$ cat config.mk
export PLATFORM = sky130hd
export DESIGN_NAME = apb_regfile_slave_flat
export DESIGN_NICKNAME = d
export VERILOG_FILES = /design/src/rtl/apb_pkg.sv /design/src/rtl/apb_regfile_slave_if.sv /design/src/rtl/apb_regfile_mem.sv /design/src/rtl/apb_regfile_slave.sv /design/src/flat_wrapper.sv
export SDC_FILE = /design/constraint.sdc
export NUM_CORES = 1
export LEC_CHECK = 0
export CORE_MARGIN = 5
export CORE_UTILIZATION = 66
export CTS_CLUSTER_SIZE = 25
export DETAILED_ROUTE_END_ITERATION = 10
export MAX_ROUTING_LAYER = met4
export PLACE_DENSITY = 0.87
export RECOVER_POWER = 100
export SLEW_MARGIN = 20
export SYNTH_ARGS = -nofsm -noshare
export SYNTH_HDL_FRONTEND = slang
export SYNTH_SLANG_ARGS = --single-unit
export TNS_END_PERCENT = 100
$ cat constraint.sdc
create_clock -name PCLK -period 4.2 [get_ports PCLK]
set_input_delay 0.84 -clock PCLK [delete_from_list [all_inputs] [get_ports PCLK]]
set_output_delay 0.84 -clock PCLK [all_outputs]
set_load 0.02 [all_outputs]
$ cat src/rtl/apb_pkg.sv
// apb_pkg: FSM state type and sizing helpers for the APB register-file slave.
package apb_pkg;
    typedef enum logic {IDLE, ACCESS} apb_state_t;
    function automatic int cnt_width(input int ws);
        return (ws > 0) ? $clog2(ws + 1) : 1;
    endfunction
    function automatic int lane_count(input int dw);
        return dw / 8;
    endfunction
endpackage

$ cat src/rtl/apb_regfile_slave_if.sv
// apb_regfile_slave_if: APB3 bus bundle; carries PSTRB only when APB_PSTRB_EN is defined.
interface apb_regfile_slave_if #(
    parameter int ADDR_W = 32,
    parameter int DATA_W = 32
);
    logic              PSEL;
    logic              PENABLE;
    logic              PWRITE;
    logic [ADDR_W-1:0] PRWADDR;
    logic [DATA_W-1:0] PRWDATA;
`ifdef APB_PSTRB_EN
    logic [DATA_W/8-1:0] PSTRB;
`endif
    logic [DATA_W-1:0] PRDATA;
    logic              PREADY;
    logic              PSLVERR;
    modport master (
        output PSEL, PENABLE, PWRITE, PRWADDR, PRWDATA,
`ifdef APB_PSTRB_EN
        output PSTRB,
`endif
        input  PRDATA, PREADY, PSLVERR
    );
    modport slave (
        input  PSEL, PENABLE, PWRITE, PRWADDR, PRWDATA,
`ifdef APB_PSTRB_EN
        input  PSTRB,
`endif
        output PRDATA, PREADY, PSLVERR
    );
endinterface

$ cat src/rtl/apb_regfile_mem.sv
// apb_regfile_mem: register storage with byte-enabled synchronous write, combinational read
// and synchronous reset of every word to RESET_VAL.
module apb_regfile_mem #(
    parameter int                DATA_W    = 32,
    parameter int                DEPTH     = 16,
    parameter int                IDX_W     = 4,
    parameter logic [DATA_W-1:0] RESET_VAL = '0
) (
    input  logic                  clk,
    input  logic                  rst,
    input  logic                  we,
    input  logic [IDX_W-1:0]      waddr,
    input  logic [DATA_W-1:0]     wdata,
    input  logic [DATA_W/8-1:0]   wstrb,
    input  logic [IDX_W-1:0]      raddr,
    output logic [DATA_W-1:0]     rdata
);
    logic [DATA_W-1:0] mem_q [DEPTH];
    logic [DATA_W-1:0] mem_d [DEPTH];

    always_comb begin
        mem_d = mem_q;
        for (int b = 0; b < DATA_W / 8; b++)
            if (we && wstrb[b]) mem_d[waddr][b*8 +: 8] = wdata[b*8 +: 8];
    end

    always_ff @(posedge clk) begin
        if (rst) mem_q <= '{default: RESET_VAL};
        else mem_q <= mem_d;
    end

    assign rdata = mem_q[raddr];
endmodule

$ cat src/rtl/apb_regfile_slave.sv
// apb_regfile_slave: APB3 completer over a DEPTH-word register file with wait states and PSLVERR.
// Define APB_PSTRB_EN to add PSTRB byte strobes on writes; otherwise writes are full-word.
module apb_regfile_slave
    import apb_pkg::*;
#(
    parameter int                ADDR_W      = 32,
    parameter int                DATA_W      = 32,
    parameter int                DEPTH       = 16,
    parameter int                WAIT_STATES = 0,
    parameter logic [DATA_W-1:0] RESET_VAL   = '0
) (
    input logic               PCLK,
    input logic               PRESET,
    apb_regfile_slave_if.slave bus
);
    localparam int CNT_W = cnt_width(WAIT_STATES);
    localparam int LANES = lane_count(DATA_W);
    localparam int IDX_W = (DEPTH > 1) ? $clog2(DEPTH) : 1;

    apb_state_t        state_q, state_d;
    logic [CNT_W-1:0]  cnt_q, cnt_d;
    logic [ADDR_W-1:0] addr_q, addr_d;
    logic [DATA_W-1:0] data_q, data_d, rdata;
    logic [LANES-1:0]  strb_q, strb_d;
    logic              wr_q, wr_d;
    logic              setup, done, err;

    // done is the single PREADY cycle; a dropped PSEL in ACCESS aborts without completing
    always_comb begin
        setup   = state_q == IDLE && bus.PSEL && !bus.PENABLE;
        done    = state_q == ACCESS && bus.PSEL && cnt_q == '0;
        err     = addr_q >= ADDR_W'(DEPTH);
        state_d = setup ? ACCESS : (state_q == ACCESS && (!bus.PSEL || done)) ? IDLE : state_q;
        cnt_d   = setup ? CNT_W'(WAIT_STATES) : (state_q == ACCESS && cnt_q != '0) ? cnt_q - CNT_W'(1) : cnt_q;
        addr_d  = setup ? bus.PRWADDR : addr_q;
        data_d  = setup ? bus.PRWDATA : data_q;
        wr_d    = setup ? bus.PWRITE : wr_q;
`ifdef APB_PSTRB_EN
        strb_d  = setup ? bus.PSTRB : strb_q;
`else
        strb_d  = '1;
`endif
    end

    always_ff @(posedge PCLK) begin
        if (PRESET) begin
            state_q <= IDLE;
            cnt_q   <= '0;
            addr_q  <= '0;
            data_q  <= '0;
            wr_q    <= 1'b0;
            strb_q  <= '1;
        end else begin
            state_q <= state_d;
            cnt_q   <= cnt_d;
            addr_q  <= addr_d;
            data_q  <= data_d;
            wr_q    <= wr_d;
            strb_q  <= strb_d;
        end
    end

    apb_regfile_mem #(
        .DATA_W(DATA_W), .DEPTH(DEPTH), .IDX_W(IDX_W), .RESET_VAL(RESET_VAL)
    ) u_mem (
        .clk(PCLK), .rst(PRESET), .we(done && wr_q && !err),
        .waddr(addr_q[IDX_W-1:0]), .wdata(data_q), .wstrb(strb_q),
        .raddr(addr_q[IDX_W-1:0]), .rdata(rdata)
    );

    assign bus.PREADY  = done;
    assign bus.PSLVERR = done && err;
    assign bus.PRDATA  = (done && !wr_q && !err) ? rdata : '0;
endmodule

$ cat src/flat_wrapper.sv
// flat-port wrapper written by rule: the top's interface ports become plain ports
module apb_regfile_slave_flat import apb_pkg::*;
#(
    parameter int                ADDR_W      = 32,
    parameter int                DATA_W      = 32,
    parameter int                DEPTH       = 16,
    parameter int                WAIT_STATES = 0,
    parameter logic [DATA_W-1:0] RESET_VAL   = '0
)
  (PCLK, PRESET, bus_PSEL, bus_PENABLE, bus_PWRITE, bus_PRWADDR, bus_PRWDATA, bus_PRDATA, bus_PREADY, bus_PSLVERR);
  apb_regfile_slave_if #(.ADDR_W(ADDR_W), .DATA_W(DATA_W)) bus_i ();
  input logic PCLK;
  input logic PRESET;
  input wire logic [$bits(bus_i.PSEL)-1:0] bus_PSEL;
  input wire logic [$bits(bus_i.PENABLE)-1:0] bus_PENABLE;
  input wire logic [$bits(bus_i.PWRITE)-1:0] bus_PWRITE;
  input wire logic [$bits(bus_i.PRWADDR)-1:0] bus_PRWADDR;
  input wire logic [$bits(bus_i.PRWDATA)-1:0] bus_PRWDATA;
  output wire logic [$bits(bus_i.PRDATA)-1:0] bus_PRDATA;
  output wire logic [$bits(bus_i.PREADY)-1:0] bus_PREADY;
  output wire logic [$bits(bus_i.PSLVERR)-1:0] bus_PSLVERR;
  assign bus_i.PSEL = bus_PSEL;
  assign bus_i.PENABLE = bus_PENABLE;
  assign bus_i.PWRITE = bus_PWRITE;
  assign bus_i.PRWADDR = bus_PRWADDR;
  assign bus_i.PRWDATA = bus_PRWDATA;
  assign bus_PRDATA = bus_i.PRDATA;
  assign bus_PREADY = bus_i.PREADY;
  assign bus_PSLVERR = bus_i.PSLVERR;
  apb_regfile_slave #(.ADDR_W(ADDR_W), .DATA_W(DATA_W), .DEPTH(DEPTH), .WAIT_STATES(WAIT_STATES), .RESET_VAL(RESET_VAL)) u_core (.PCLK(PCLK), .PRESET(PRESET), .bus(bus_i));
endmodule
; ---- Word-level counts from Yosys, hierarchy flattened
; Index checks and enable logic that the tools add are counted.
[totals]
regBits = 579
wordCells = 69
output_inout_bits = 34
in_bits = 69
[op_classes]
reduce_logical = 19
n_mux = 22
n_addsub = 1
bitwise_logic = 3
magnitude_cmp = 3
[ops]
columns = op, n
row1 = 512-bit bitwise mux, 4
row2 = 512-bit 2-to-1 mux, 4
row3 = 32-bit demux with 4-bit select, 4
row4 = 32-bit binary-select mux with 4-bit select, 1
row5 = 32-bit 2-to-1 mux, 4
row6 = "32-bit by 5-bit greater-or-equal comparator with 1-bit output, second input constant", 1
row7 = 24-bit 2-to-1 mux, 1
row8 = 16-bit 2-to-1 mux, 1
row9 = 1-bit logical AND, 12
row10 = 8-bit 2-to-1 mux, 1
row11 = "5-bit greater-or-equal comparator, second input constant", 1
row12 = "5-bit by 1-bit < comparator with 1-bit output, second input constant", 1
row13 = 4-bit NOT with 5-bit output, 1
row14 = 1-bit zero test, 4
row15 = 1-bit 2-to-1 mux, 2
row16 = 1-bit NOT, 2
row17 = 2-bit nonzero test, 1
row18 = 2-bit OR reduction, 1
row19 = 1-bit logical OR, 1
row20 = "1-bit subtractor, second input constant", 1

; ---- Depth between registers and ports, before layout
[depth]
ltp_word = 13
depth_mapped = 8
depth_no_buf = 4

; ---- Hierarchy
; A second synthesis with hierarchy kept.
[unflattened]
cells_unflattened = 3087
hier_area_um2 = 26531.7
[modules_own_cells]
columns = mod, cells_each, instances, area_each_um2, seq_area_each_um2
row1 = apb_regfile_mem, 2710, 1, 23550.1, 10249.8
row2 = apb_regfile_slave, 377, 1, 2981.6, 1341.3

; ---- Least setup slack after synthesis
; No wires, ideal clock.
[synth_timing]
path_kind = input-to-output
from = in bus_PSEL
to = out bus_PRDATA[10]
required_ps = 3360
arrival_time_ps = 1918
setup_slack_ps = 1442
stages = 5
n_path_buf = 1
cell_sequence = nand3b_1 nor2_1 nand3_1 clkbuf_1 a211oi_1
[synth_between]
elab_chain_cells = 5
[synth_rtl]
columns = element, line
row1 = from (decl), flat_wrapper.sv:14  ; input wire logic [$bits(bus_i.PSEL)-1:0] bus_PSEL;
row2 = 1-bit logical AND (2 in series), apb_regfile_slave.sv:31  ; done = state_q == ACCESS && bus.PSEL && cnt_q == '0;
row3 = 1-bit logical AND (2 in series), apb_regfile_slave.sv:73  ; assign bus.PRDATA = (done && !wr_q && !err) ? rdata : '0;
row4 = 32-bit 2-to-1 mux, apb_regfile_slave.sv:73
row5 = to (decl), flat_wrapper.sv:19  ; output wire logic [$bits(bus_i.PRDATA)-1:0] bus_PRDATA;
; Every way passes these cells.

; ---- Final worst setup path
[layout_timing]
from = reg u_core.addr_q[0]
to = out bus_PRDATA[9]
[layout_between]
elab_chain_cells = 5
elab_cells_between_ends = 8
cone_classes = 1 x order compare / 4 x mux / 1 x bitwise / 2 x reduce/logical
[layout_rtl]
columns = element, line
row1 = from (decl), apb_regfile_slave.sv:22  ; logic [ADDR_W-1:0] addr_q, addr_d;
row2 = from (signal assigned), apb_regfile_slave.sv:56  ; addr_q <= addr_d;
row3 = "parallel branches: the longest is 4 deep, another holds 32-bit by 5-bit greater-or-equal comparator with 1-bit output", --
row4 = 32-bit 2-to-1 mux (*), apb_regfile_slave.sv:73
; Mark *: on every way between the ends. The select of a mux whose other input is x is not followed.

==> run summary <==
result of the run = finished with violations
violated checks = max-capacitance violations, max-slew violations
Lkg Pwr = 0.0131 uW
number of failing hold endpoints at the final stage = 0
sequential fraction of the synthesis area = 0.437
met2 global-route usage = 0.481
R2R setup slack = 0.15 ns
post-route cell area = 29400 um2
clock edge transition at the registers on the reported setup and hold paths = 0.07 ns
count of cell types in the netlist = 29
H-tree depth = 2
top cell type's share of synthesized area = 0.437
placed standard-cell area = 27700 um2
Syn-to-layout area delta = 10.9%
# setup viols final = 0
total via count after detailed routing = 18000
period utilization = 0.986
Detailed Route WL = 65400 um
net total in the final layout = 2433
Post-Synthesis Cell Area = 26500 um2
gpl congestion = 0.836
row cnt = 73
mean instance size in the synthesized netlist = 11.1 um2
total negative slack = 0 ns
Final Max Slew Viols = 174
critical path startpoint = u_core.addr_q[0]
kind of end point of the critical path = output port
commonest non-fill, non-tap cells in the layout = 575 x sky130_fd_sc_hd__dfxtp_1, 544 x sky130_fd_sc_hd__mux2i_1, 544 x sky130_fd_sc_hd__nand2b_1
start-to-end type of the worst setup path = register to output port
Clock Sink Count = 579
TritonCTS clock tree = built
Seq cells post-synth = 579
CP Data Required Time = 3.36 ns
number of placed I/O pins = 103
antenna violations before repair = 0
Port Buf Inserts = 102
R2R cell count = 6
per-cell routed wire length = 22.3 um
dominant cell type by area after synthesis = sky130_fd_sc_hd__dfxtp_1
Remaining Overflow, GRT = 0
area of the die = 44300 um2
vias in the first global route = 18700
ranking of synthesized cells by area = sky130_fd_sc_hd__dfxtp_1 44%, sky130_fd_sc_hd__mux2i_1 21%, sky130_fd_sc_hd__nand2b_1 13%, sky130_fd_sc_hd__mux4_2 11%, sky130_fd_sc_hd__clkbuf_1 2.3%
Synth Instances = 2393
RSZ-0062 raised after global routing = false
busiest layer in global routing = met2
worst flop-to-flop path endpoint = u_core.u_mem.mem_q[21]
wire length of the first global-routing pass = 103000 um
met1 global-route usage = 0.385
Worst Max-Slew Pin Slew = 2.00 ns
met3 Resource Use GR = 0.0478
share of the core filled with cells = 0.740
largest net degree at the start of global routing = 118
startpoint types = register
Crit Reg-Reg Startpoint = u_core.addr_q[20]
most common library cell in the layout ignoring fill and taps = sky130_fd_sc_hd__dfxtp_1
Max IR drop VDD = 331 uV
diode insertion count for antenna repair = 0
CTS root buffer = sky130_fd_sc_hd__clkbuf_16
FMAX = 242 MHz
class of the tightest hold or removal check = register to register
Final ANT Viol Nets = 0
average via count per standard cell = 6.15
initial DRC count = 1498
all-layer global routing usage = 0.298
Chip Width = 210 um
effective utilization at floorplan = 0.667
synthesized net count = 2462
Final HPWL DP = 39700 um
number of max-capacitance violations reported = 7
buffer depth of the longest clock path = 3
Power per Cell Area = 382 nW/um2
Design Power = 11200 uW
CTS buffer count = 57
area of the core = 39700 um2
relative max-transition margin = -0.337
later-pin clock latency in the skew report = 0.61 ns
time the final worst path needs with I/O delays and setup = 4.14 ns
TritonRoute pass-1 iters = 5
# DRC = 0
Data arrival, critical path = 3.30 ns
die boundary height = 210 um
Worst Clk Skew = 0.0148 ns
largest fanout on the critical path = 13
number of warnings issued by yosys = 0
fraction of final layout cells with drive strength greater than 1 = 0.121
capturing element of the worst setup path = bus_PRDATA[9]
[per-stage QoR]
step           setup slack, ns  hold slack [ns]  std cells
2_1_floorplan             1.44            0.436       2393
3_3_place_gp             0.405            0.443       2828
3_5_place_dp             0.294            0.448       2828
4_1_cts                 0.0186            0.456       2931
5_1_grt                0.00941            0.475       2931
6_report                0.0599            0.455       2931
[sequential cells by signal, summed over array words and instances (netlist names)]
name	cells
u_core.addr_q	32
u_core.data_q	32
u_core.wr_q	1
u_core.u_mem.mem_q	512
u_core.cnt_q	1
u_core.state_q	1
[report_power, final]
part / leakage [uW] / switching [uW] / internal [uW]
Clock: 0.000932 / 2150 / 2960
Sequential: 0.00467 / 46.1 / 5520
Combinational: 0.00751 / 292 / 255
Total: 0.0131 / 2480 / 8740
[worst min path at each step]
stage,start,end,cells after the start
finish,u_core.addr_q[8],u_core.addr_q[8],2
global route,u_core.data_q[3],u_core.data_q[3],2
CTS,u_core.addr_q[12],u_core.addr_q[12],2
detailed placement,u_core.addr_q[29],u_core.addr_q[29],2
global placement,u_core.data_q[13],u_core.data_q[13],2
floorplan,u_core.addr_q[10],u_core.addr_q[10],2
[worst max-delay path, stage by stage, from the launching register on]
cell	delay (ns)
sky130_fd_sc_hd__dfxtp_4	0.58
sky130_fd_sc_hd__buf_8	0.25
sky130_fd_sc_hd__mux4_2	0.50
sky130_fd_sc_hd__nor2b_1	0.16
sky130_fd_sc_hd__a211oi_1	0.41
sky130_fd_sc_hd__a211oi_1	0.09
sky130_fd_sc_hd__dlygate4sd3_1	0.70
[timing repair]
item	in CTS	in global routing
gates resized for setup	0	2
gates cloned	0	0
endpoints found under the hold margin	0	0
endpoints found under the setup margin	13	2
hold buffers	0	0
buffers inserted	2	0
[routing by layer]
metal / part of all wire / wire [um]
met1: 0.42 / 27200
met2: 0.48 / 31600
met3: 0.069 / 4510
met4: 0.032 / 2060
met5: 0 / 0
[synthesized netlist by cell type]
| library cell | count |
|---|---|
| sky130_fd_sc_hd__nor2b_1 | 34 |
| sky130_fd_sc_hd__and4_1 | 1 |
| sky130_fd_sc_hd__clkbuf_1 | 160 |
| sky130_fd_sc_hd__nand2b_1 | 544 |
| sky130_fd_sc_hd__nor4b_1 | 2 |
| sky130_fd_sc_hd__nand4_2 | 12 |
| sky130_fd_sc_hd__buf_6 | 7 |
| sky130_fd_sc_hd__a21oi_1 | 66 |
| sky130_fd_sc_hd__nor4_1 | 7 |
| sky130_fd_sc_hd__nor2_1 | 5 |
| sky130_fd_sc_hd__nor4bb_4 | 1 |
| sky130_fd_sc_hd__and2_1 | 2 |
| sky130_fd_sc_hd__buf_4 | 53 |
| sky130_fd_sc_hd__and4b_1 | 1 |
| sky130_fd_sc_hd__and3_1 | 7 |
| sky130_fd_sc_hd__inv_1 | 2 |
| sky130_fd_sc_hd__nand3_1 | 6 |
| sky130_fd_sc_hd__dfxtp_1 | 579 |
| sky130_fd_sc_hd__nor3b_1 | 2 |
| sky130_fd_sc_hd__nand2_1 | 130 |
| sky130_fd_sc_hd__buf_12 | 2 |
| sky130_fd_sc_hd__or3b_2 | 1 |
| sky130_fd_sc_hd__and3b_1 | 1 |
| sky130_fd_sc_hd__mux2i_1 | 544 |
| sky130_fd_sc_hd__buf_1 | 3 |
| sky130_fd_sc_hd__a211oi_1 | 64 |
| sky130_fd_sc_hd__buf_2 | 27 |
| sky130_fd_sc_hd__mux4_2 | 128 |
| sky130_fd_sc_hd__nand3b_1 | 2 |
[cell families (layout without fill, tap and decap cells)]
kind of cell,after synthesis,after routing,synth area share
flip-flops,579,579,0.437
buffers and inverters,254,267,0.0479
AO/OA/AOI/OAI,130,130,0.0306
multiplexers,672,672,0.314
AND/OR/NAND/NOR,758,758,0.170
[cell type report]
type                       instances  area, um2
multi-input combinational       1560      13700
sequential                       579      11600
fill                            2585      10300
clock buffer                      82       1690
timing repair buffer             164       1600
tap                              525        657
clock inverter                    19        179
inverter                           2       7.51
Power figures use the tool's default switching activity.
